File: config.mk
export PLATFORM = sky130hd
export DESIGN_NAME = score_text_buffer_flat
export DESIGN_NICKNAME = d
export VERILOG_FILES = /design/src/rtl/score_text_if.sv /design/src/rtl/score_text_buffer.sv /design/src/flat_wrapper.sv
export SDC_FILE = /design/constraint.sdc
export NUM_CORES = 2
export LEC_CHECK = 0
export BUFFER_PORTS_ARGS = -buffer_cell sky130_fd_sc_hd__buf_2
export CORE_AREA = 2 2 596 450
export DETAILED_ROUTE_END_ITERATION = 10
export DIE_AREA = 0 0 598 452
export GPL_TIMING_DRIVEN = 0
export PLACE_DENSITY_LB_ADDON = 0.12
export SKIP_LAST_GASP = 1
export SYNTH_ARGS = -nofsm -noshare
export SYNTH_HDL_FRONTEND = slang
export SYNTH_SLANG_ARGS = --single-unit
File: constraint.sdc
create_clock -name pclk -period 25.9 [get_ports pclk]
set_clock_uncertainty 0.15 [all_clocks]
set_input_delay 5.18 -clock pclk [delete_from_list [all_inputs] [get_ports pclk]]
set_output_delay 5.18 -clock pclk [all_outputs]
set_load 0.05 [all_outputs]
File: src/rtl/score_text_if.sv
// Bus bundle between the score text buffer and its reader/score source.
// The master drives the read address and score updates; the slave returns codes and status.
interface score_text_if;
    logic [7:0] char_xy;
    logic [6:0] char_code;
    logic [7:0] score_l;
    logic [7:0] score_r;
    logic       score_valid;
    logic       busy;
    logic       done;

    modport master (
        output char_xy, score_l, score_r, score_valid,
        input  char_code, busy, done
    );

    modport slave (
        input  char_xy, score_l, score_r, score_valid,
        output char_code, busy, done
    );
endinterface

File: src/rtl/score_text_buffer.sv
// 16x16 character buffer for the score overlay with a clear/format FSM rewriting row 0.
// Optional macro SCORE_BLANK_ZERO_EN enables leading-zero suppression of score digits.
module score_text_buffer #(
    parameter logic [6:0] BLANK_CODE = 7'h20,
    parameter int         CONV_BITS  = 8
) (
    input logic         pclk,
    input logic         rst,
    score_text_if.slave bus
);
    localparam int SW = 12 + CONV_BITS;

    typedef enum logic [2:0] {S_CLEAR, S_LABELS, S_CONV, S_WRITE, S_IDLE} state_t;

    state_t            state_q, state_d;
    logic [7:0]        cnt_q, cnt_d;
    logic              pending_q, pending_d;
    logic              done_q, done_d;
    logic [SW-1:0]     sh_l_q, sh_r_q;
    logic [7:0]        lat_l_q, lat_r_q;
    logic [6:0]        ram_q [256];
    logic [6:0]        char_code_q;

    logic              we;
    logic [7:0]        waddr;
    logic [6:0]        wdata;
    logic              load_live, load_lat, conv_en, latch_en;
    logic [11:0]       bcd;
    logic              hz, tz;

    // One double-dabble iteration: add 3 to any BCD nibble >= 5, then shift the whole word.
    function automatic logic [SW-1:0] dd_step(input logic [SW-1:0] v);
        logic [SW-1:0] t;
        t = v;
        for (int i = 0; i < 3; i++) begin
            if (t[CONV_BITS+4*i +: 4] >= 4'd5)
                t[CONV_BITS+4*i +: 4] = t[CONV_BITS+4*i +: 4] + 4'd3;
        end
        return t << 1;
    endfunction

    function automatic logic [6:0] digit_code(input logic [3:0] d, input logic blank);
        return blank ? BLANK_CODE : (7'h30 + {3'b000, d});
    endfunction

    always_comb begin
        bcd = (cnt_q >= 8'd3) ? sh_r_q[SW-1 -: 12] : sh_l_q[SW-1 -: 12];
`ifdef SCORE_BLANK_ZERO_EN
        hz = (bcd[11:8] == 4'd0);
        tz = hz && (bcd[7:4] == 4'd0);
`else
        hz = 1'b0;
        tz = 1'b0;
`endif
    end

    always_comb begin
        state_d   = state_q;
        cnt_d     = cnt_q + 8'd1;
        pending_d = pending_q;
        done_d    = 1'b0;
        we        = 1'b0;
        waddr     = cnt_q;
        wdata     = BLANK_CODE;
        load_live = 1'b0;
        load_lat  = 1'b0;
        conv_en   = 1'b0;
        latch_en  = 1'b0;

        if (state_q != S_IDLE && bus.score_valid) begin
            latch_en  = 1'b1;
            pending_d = 1'b1;
        end

        case (state_q)
            S_CLEAR: begin
                we = 1'b1;
                if (cnt_q == 8'd255) state_d = S_LABELS;
            end
            S_LABELS: begin
                we = 1'b1;
                case (cnt_q)
                    8'd0:    begin waddr = 8'h00; wdata = 7'h4C; end
                    8'd1:    begin waddr = 8'h01; wdata = 7'h3A; end
                    8'd2:    begin waddr = 8'h0B; wdata = 7'h52; end
                    default: begin waddr = 8'h0C; wdata = 7'h3A; end
                endcase
                if (cnt_q == 8'd3) begin
                    load_live = 1'b1;
                    cnt_d     = 8'd0;
                    state_d   = S_CONV;
                end
            end
            S_CONV: begin
                conv_en = 1'b1;
                if (cnt_q == 8'(CONV_BITS - 1)) begin
                    cnt_d   = 8'd0;
                    state_d = S_WRITE;
                end
            end
            S_WRITE: begin
                we = 1'b1;
                case (cnt_q)
                    8'd0:    begin waddr = 8'h02; wdata = digit_code(bcd[11:8], hz); end
                    8'd1:    begin waddr = 8'h03; wdata = digit_code(bcd[7:4],  tz); end
                    8'd2:    begin waddr = 8'h04; wdata = digit_code(bcd[3:0],  1'b0); end
                    8'd3:    begin waddr = 8'h0D; wdata = digit_code(bcd[11:8], hz); end
                    8'd4:    begin waddr = 8'h0E; wdata = digit_code(bcd[7:4],  tz); end
                    default: begin waddr = 8'h0F; wdata = digit_code(bcd[3:0],  1'b0); end
                endcase
                if (cnt_q == 8'd5) begin
                    cnt_d  = 8'd0;
                    done_d = 1'b1;
                    // A request arriving on the very last write is newer than anything latched.
                    if (bus.score_valid) begin
                        load_live = 1'b1;
                        pending_d = 1'b0;
                        state_d   = S_CONV;
                    end else if (pending_q) begin
                        load_lat  = 1'b1;
                        pending_d = 1'b0;
                        state_d   = S_CONV;
                    end else begin
                        state_d = S_IDLE;
                    end
                end
            end
            default: begin
                cnt_d = 8'd0;
                if (bus.score_valid) begin
                    load_live = 1'b1;
                    state_d   = S_CONV;
                end
            end
        endcase
    end

    always_ff @(posedge pclk) begin
        if (rst) begin
            state_q   <= S_CLEAR;
            cnt_q     <= 8'd0;
            pending_q <= 1'b0;
            done_q    <= 1'b0;
        end else begin
            state_q   <= state_d;
            cnt_q     <= cnt_d;
            pending_q <= pending_d;
            done_q    <= done_d;
        end
    end

    always_ff @(posedge pclk) begin
        if (load_live) begin
            sh_l_q <= SW'(bus.score_l);
            sh_r_q <= SW'(bus.score_r);
        end else if (load_lat) begin
            sh_l_q <= SW'(lat_l_q);
            sh_r_q <= SW'(lat_r_q);
        end else if (conv_en) begin
            sh_l_q <= dd_step(sh_l_q);
            sh_r_q <= dd_step(sh_r_q);
        end
        if (latch_en) begin
            lat_l_q <= bus.score_l;
            lat_r_q <= bus.score_r;
        end
    end

    always_ff @(posedge pclk) begin
        if (we) ram_q[waddr] <= wdata;
    end

    // Non-blocking read of the array gives old data on a same-address write.
    always_ff @(posedge pclk) begin
        if (rst) char_code_q <= 7'd0;
        else     char_code_q <= ram_q[bus.char_xy];
    end

    assign bus.char_code = char_code_q;
    assign bus.busy      = (state_q != S_IDLE);
    assign bus.done      = done_q;
endmodule

File: src/flat_wrapper.sv
// flat-port wrapper written by rule: the top's interface ports become plain ports
module score_text_buffer_flat 
#(
    parameter logic [6:0] BLANK_CODE = 7'h20,
    parameter int         CONV_BITS  = 8
)
  (pclk, rst, bus_char_xy, bus_score_l, bus_score_r, bus_score_valid, bus_char_code, bus_busy, bus_done);
  score_text_if bus_i ();
  input logic pclk;
  input logic rst;
  input wire logic [$bits(bus_i.char_xy)-1:0] bus_char_xy;
  input wire logic [$bits(bus_i.score_l)-1:0] bus_score_l;
  input wire logic [$bits(bus_i.score_r)-1:0] bus_score_r;
  input wire logic [$bits(bus_i.score_valid)-1:0] bus_score_valid;
  output wire logic [$bits(bus_i.char_code)-1:0] bus_char_code;
  output wire logic [$bits(bus_i.busy)-1:0] bus_busy;
  output wire logic [$bits(bus_i.done)-1:0] bus_done;
  assign bus_i.char_xy = bus_char_xy;
  assign bus_i.score_l = bus_score_l;
  assign bus_i.score_r = bus_score_r;
  assign bus_i.score_valid = bus_score_valid;
  assign bus_char_code = bus_i.char_code;
  assign bus_busy = bus_i.busy;
  assign bus_done = bus_i.done;
  score_text_buffer #(.BLANK_CODE(BLANK_CODE), .CONV_BITS(CONV_BITS)) u_core (.pclk(pclk), .rst(rst), .bus(bus_i));
endmodule
# Yosys cells after proc, flatten, opt, wreduce, memory -nomap -nowiden

Memories as Yosys holds them, arrays and structs flattened. A register that Yosys moved wholly into a read port is not among the register bits.
Cells that the tools add are included.
Widths: inputs -> output; s select.

Bitwise logic cells: 1
Muxes and demuxes: 50
Add/subtract/negate cells: 10
Reductions and logical operators: 12
$lt $le $gt $ge: 7
Eq/ne operators: 15

Operators with widths:

| operator            | count |
|---|---|
| $mux 8              | 9 |
| $pmux 7 s2          | 3 |
| $pmux 8 s4          | 1 |
| $mux 3              | 9 |
| $eq 8x3->1 const B  | 3 |
| $ge 4x3->1 const B  | 6 |
| $add 6x4->7 const A | 3 |
| $pmux 4 s5          | 1 |
| $mux 1              | 18 |
| $add 4x2->4 const B | 4 |
| $eq 8x2->1 const B  | 2 |
| $mux 4              | 4 |
| $pmux 8 s2          | 1 |
| $mux 12             | 1 |
| $pmux 3 s4          | 1 |
| $pmux 4 s3          | 1 |
| $reduce_or 2->1     | 5 |
| $add 8x1->8 const B | 1 |
| $eq 8x1->1 const B  | 1 |
| $eq 8x8->1 const B  | 1 |
| $ge 8x2->1 const B  | 1 |
| $logic_not 8->1     | 1 |
| $ne 2x1->1 const B  | 4 |
| $add 3x2->3 const B | 2 |
| other kinds (11)    | 12 |

Input port bits: 27
Logic and storage cells: 106
RAM bits: 1792
Register bits after elaboration: 69
Memories kept: 1

Memories:

| memory       | depth | bits a word | read ports | clocked after memory_dff | write ports | line                    | source |
|---|---|---|---|---|---|---|---|
| u_core.ram_q | 256   | 7           | 1          | 1                        | 1           | score_text_buffer.sv:21 | `logic [6:0] ram_q [256];` |

# Depth between registers and ports, before layout

Depth after elaboration: 7
Mapped depth: 12
Depth with buffers taken out: 8

# Worst setup path after synthesis

OpenSTA, ideal clock, no wires.

Path type: register -> register
Start: reg u_core.cnt_q[6]
End: mem u_core.ram_q[0][3] (data pin)
Library setup time: 2428 ps
Path buffers: 3
Arrival: 12465 ps
Stages on the path, launching flop included: 8
Clock period less this slack: 15043 ps
Path slack: 10857 ps
Cell sequence: dfxtp_1 -> buf_2 -> or4_1 -> buf_4 -> nor3_1 -> clkbuf_1 -> a211oi_1 -> a311oi_1

Longest elaborated chain between the ends: 5
Elaborated cells between the ends (all ways): 15
Classes of those cells: 3 x add/sub; 1 x order compare; 4 x eq/ne; 4 x mux; 3 x reduce/logical

Ends and longest elaborated chain:

| what                      | line                     | source |
|---|---|---|
| from (decl)               | score_text_buffer.sv:16  | `logic [7:0] cnt_q, cnt_d;` |
| from (signal assigned)    | score_text_buffer.sv:146 | `cnt_q <= cnt_d;` |
| $ge 8x2->1                | score_text_buffer.sv:47  | `bcd = (cnt_q >= 8'd3) ? sh_r_q[SW-1 -: 12] : sh_l_q[SW-1 -: 12];` |
| $mux 12                   | score_text_buffer.sv:47  |  |
| $add 6x4->7               | score_text_buffer.sv:43  | `return blank ? BLANK_CODE : (7'h30 + {3'b000, d});` |
| $pmux 7 s2                | score_text_buffer.sv:103 | `case (cnt_q)` |
| $pmux 7 s2 (*)            | score_text_buffer.sv:75  | `case (state_q)` |
| named net u_core.wdata[3] | score_text_buffer.sv:26  | `logic [6:0] wdata;` |
| to (decl)                 | score_text_buffer.sv:21  |  |

The timed path passes the listed nets; every way through them passes the cells marked *.

==> results.sh <==
export IMPL_tightestPinTransition_ns=1.664
export IMPL_yosysUniqueCellTypes=79
export IMPL_cts_hold_buf=0
export IMPL_die_area_um2=270300
export IMPL_dp_hpwl_mm=232.4
export IMPL_r2r_cells=8
export IMPL_grt_total_usage=0.2455
export IMPL_syn_avg_cell_area_um2=18.80
export IMPL_path_clk_slew_ns=0.06
export IMPL_area_delta_synth_final_pct=16.55
export IMPL_vias=44210
export IMPL_clock_latency_ns=0.86
export IMPL_syn_inst=3927
export IMPL_num_rows=164
export IMPL_synthArstFlopShare=0
export IMPL_fin_crit_sh=0.4490
export IMPL_p_comb_frac=0.105
export IMPL_setup_viol=0
export IMPL_regArea_um2=55650
export IMPL_nFillCells=25490
export IMPL_pre_cts_ws_ns=14.05
export IMPL_hp_class="reg2reg"
export IMPL_cts_htree_levels=4
export IMPL_setup_worst_path_class="in2reg"
export IMPL_routedWlPerCell_um=42.98
export IMPL_grt_ovfl_total=0
export IMPL_hold_viol_final=0
export IMPL_critPathMaxFanout=10
export IMPL_post_synth_main_area_contributors="edfxtp_1, mux4_2, mux2i_1"
export IMPL_ys_warn_count=0
export IMPL_endpoint_kind="register"
export IMPL_synth_area_um2=73840
export IMPL_grt_pass1_vias=40990
export IMPL_synth_ff_type="edfxtp_1"
export IMPL_cts_buffers=197
export IMPL_ant_nets=0
export IMPL_finalPower_w=0.006884
export IMPL_floorplan_initialDensity=0.2790
export IMPL_grt_max_degree=101
export IMPL_violations="capacitance limit, slew limit"
export IMPL_peakVddDrop_uv=50.03
export IMPL_cp_data_required_time_ns=26.45
export IMPL_seq_power_share=0.496
export IMPL_firstDrtPassIters=6
export IMPL_syn_nets=3970
export IMPL_hold_path_depth=2
export IMPL_clock_sinks=1868
export IMPL_cts_root_buf="clkbuf_16"
export IMPL_ios=36
export IMPL_p_int_w=0.005083
export IMPL_rsz0062_at_grt="false"
export IMPL_synth_edf_count=1824
export IMPL_slew_viol_final=56
export IMPL_switching_share=0.2616
export IMPL_final_util=0.3251
export IMPL_outcome="finished with violations"
export IMPL_power_frac_clock=0.399
export IMPL_fin_ws_ns=14.27
export IMPL_nets=4278
export IMPL_wirelength_mm=338.0
export IMPL_slew_headroom=-0.1091
export IMPL_maxCapViolCount=6
export IMPL_switching_power_w=0.001801
export IMPL_synth_largest_area_cell="edfxtp_1"
export IMPL_fp_coreArea_um2=264700
export IMPL_drive_above_1_share=0.2090
export IMPL_post_cts_buffers=0
export IMPL_portBuffers=31
export IMPL_vias_per_cell=5.622
export IMPL_leakage_nw=27.78
export IMPL_ys_seq_area_frac=0.7537
export IMPL_synth_top_area_share=0.7417
export IMPL_antenna_found_initial=56
export IMPL_drtIter0Drc=7729
export IMPL_pwr_density_cell_nw_per_um2=79.98
export IMPL_cts_tree="yes"
export IMPL_ys_ff_latch=1868
export IMPL_grt_pass1_wl_mm=430.2
export IMPL_die_w_um=598
export IMPL_cp_arrival_ns=12.18
export IMPL_gp_congestion=0.9454
export IMPL_cts_buffer_depth=4
export IMPL_clock_fmax_mhz=85.98
export IMPL_final_min_clock_period_ns=11.63
export IMPL_multiInputGateArea_um2=17080
export IMPL_drc=0
export IMPL_critPathLaunchType="input port"
export IMPL_tns_ns=0
export IMPL_fp_dieH_um=452
export IMPL_cts_resized=0
[routing by layer]
metal  global-route usage  part of all wire  vias to the layer above
met4              0.07409             0.033                        6
met3              0.06615              0.11                      502
li1                     -                 -                    16680
met2               0.3412              0.41                     2733
met1               0.3694              0.45                    24290
met5                    0           0.00013                        -
[registers in the layout (all words and copies together) (netlist names)]
register,flops
u_core.ram_q,1792
u_core.state_q,3
u_core.sh_l_q,20
u_core.bus.done,1
u_core.lat_l_q,8
u_core.cnt_q,8
u_core.lat_r_q,8
u_core.bus.char_code,7
u_core.pending_q,1
u_core.sh_r_q,20
[worst max-delay path, cell delays in order]
cell and delay [ns]:
buf_2 0.18, clkbuf_1 1.03, buf_1 1.12, clkbuf_2 0.80, clkbuf_2 0.84, nand2_1 0.21, and3_1 0.23, nor4_1 0.97
nand4_1 0.86, o22ai_1 0.67
[layout by cell type (no fill, tap or decap), drive strengths merged, types with 53 or more instances in the layout]
cell type and count:
mux4 338, a21oi 92, nand3 61, mux2i 235, clkbuf 379, o22ai 53
edfxtp 1824, o221ai 62, nor2 364, buf 231, nand2 110, clkinv 63
a22oi 59, o21ai 65
[area by class of cell]
type,count,share of cell area
Clock buffer,253,0.06142
Inverter,26,0.001221
Tap cell,3486,0.05068
Antenna cell,10,0.0002908
Timing Repair Buffer,109,0.02067
Sequential cell,1868,0.6467
Buffer,248,0.01385
Multi-Input combinational cell,1785,0.1984
Clock inverter,79,0.006789
[path summary, 6_finish.rpt]
kind | startpoint | endpoint | slack (ns)
max | bus_char_xy[4] | u_core.bus.char_code[3] | 14.27
min reg2reg | u_core.pending_q | u_core.pending_q | 0.36
min | u_core.pending_q | u_core.pending_q | 0.36
max reg2reg | u_core.cnt_q[1] | u_core.ram_q[74][4] | 20.77
[power by group through the flow]
stage / clock [W] / sequential, W / combinational [W]
after global routing: 0.00288 / 0.00342 / 0.000742
after floorplan: 0 / 0.00350 / 0.000323
after CTS: 0.00277 / 0.00342 / 0.000708
after global placement: 0 / 0.00355 / 0.000658
after detailed placement: 0 / 0.00348 / 0.000706
final: 0.00274 / 0.00342 / 0.000724
[stage by stage]
step / area [µm²] / instances / hold slack (ns)
5_1_grt: 86040 / 7855 / 0.4040
3_5_place_dp: 80160 / 7522 / 0.3513
3_3_place_gp: 78360 / 7444 / 0.3396
6_report: 86060 / 7864 / 0.3617
4_1_cts: 86030 / 7854 / 0.3601
2_1_floorplan: 73840 / 3927 / 0.3062
[cells in the mapped netlist, types with 53 or more instances]
cell,instances
mux4_2,338
mux2i_1,235
o221ai_1,62
a21oi_1,90
o22ai_1,53
clkbuf_1,126
buf_2,76
nand2_1,110
a22oi_1,59
nor2_1,363
o21ai_0,62
edfxtp_1,1824
[cell families (layout without fill, tap and decap cells)]
family,after synthesis,after routing,share of synthesized area
buf+inv,274,715,0.01644
xor+xnor,16,16,0.001898
flops,1868,1868,0.7537
simple gates,687,687,0.04288
compound gates,481,481,0.04565
mux,585,585,0.1368
fa+ha+maj,16,16,0.002711
other cells,0,10,0
Note: power is estimated with default switching activity, not from simulation.
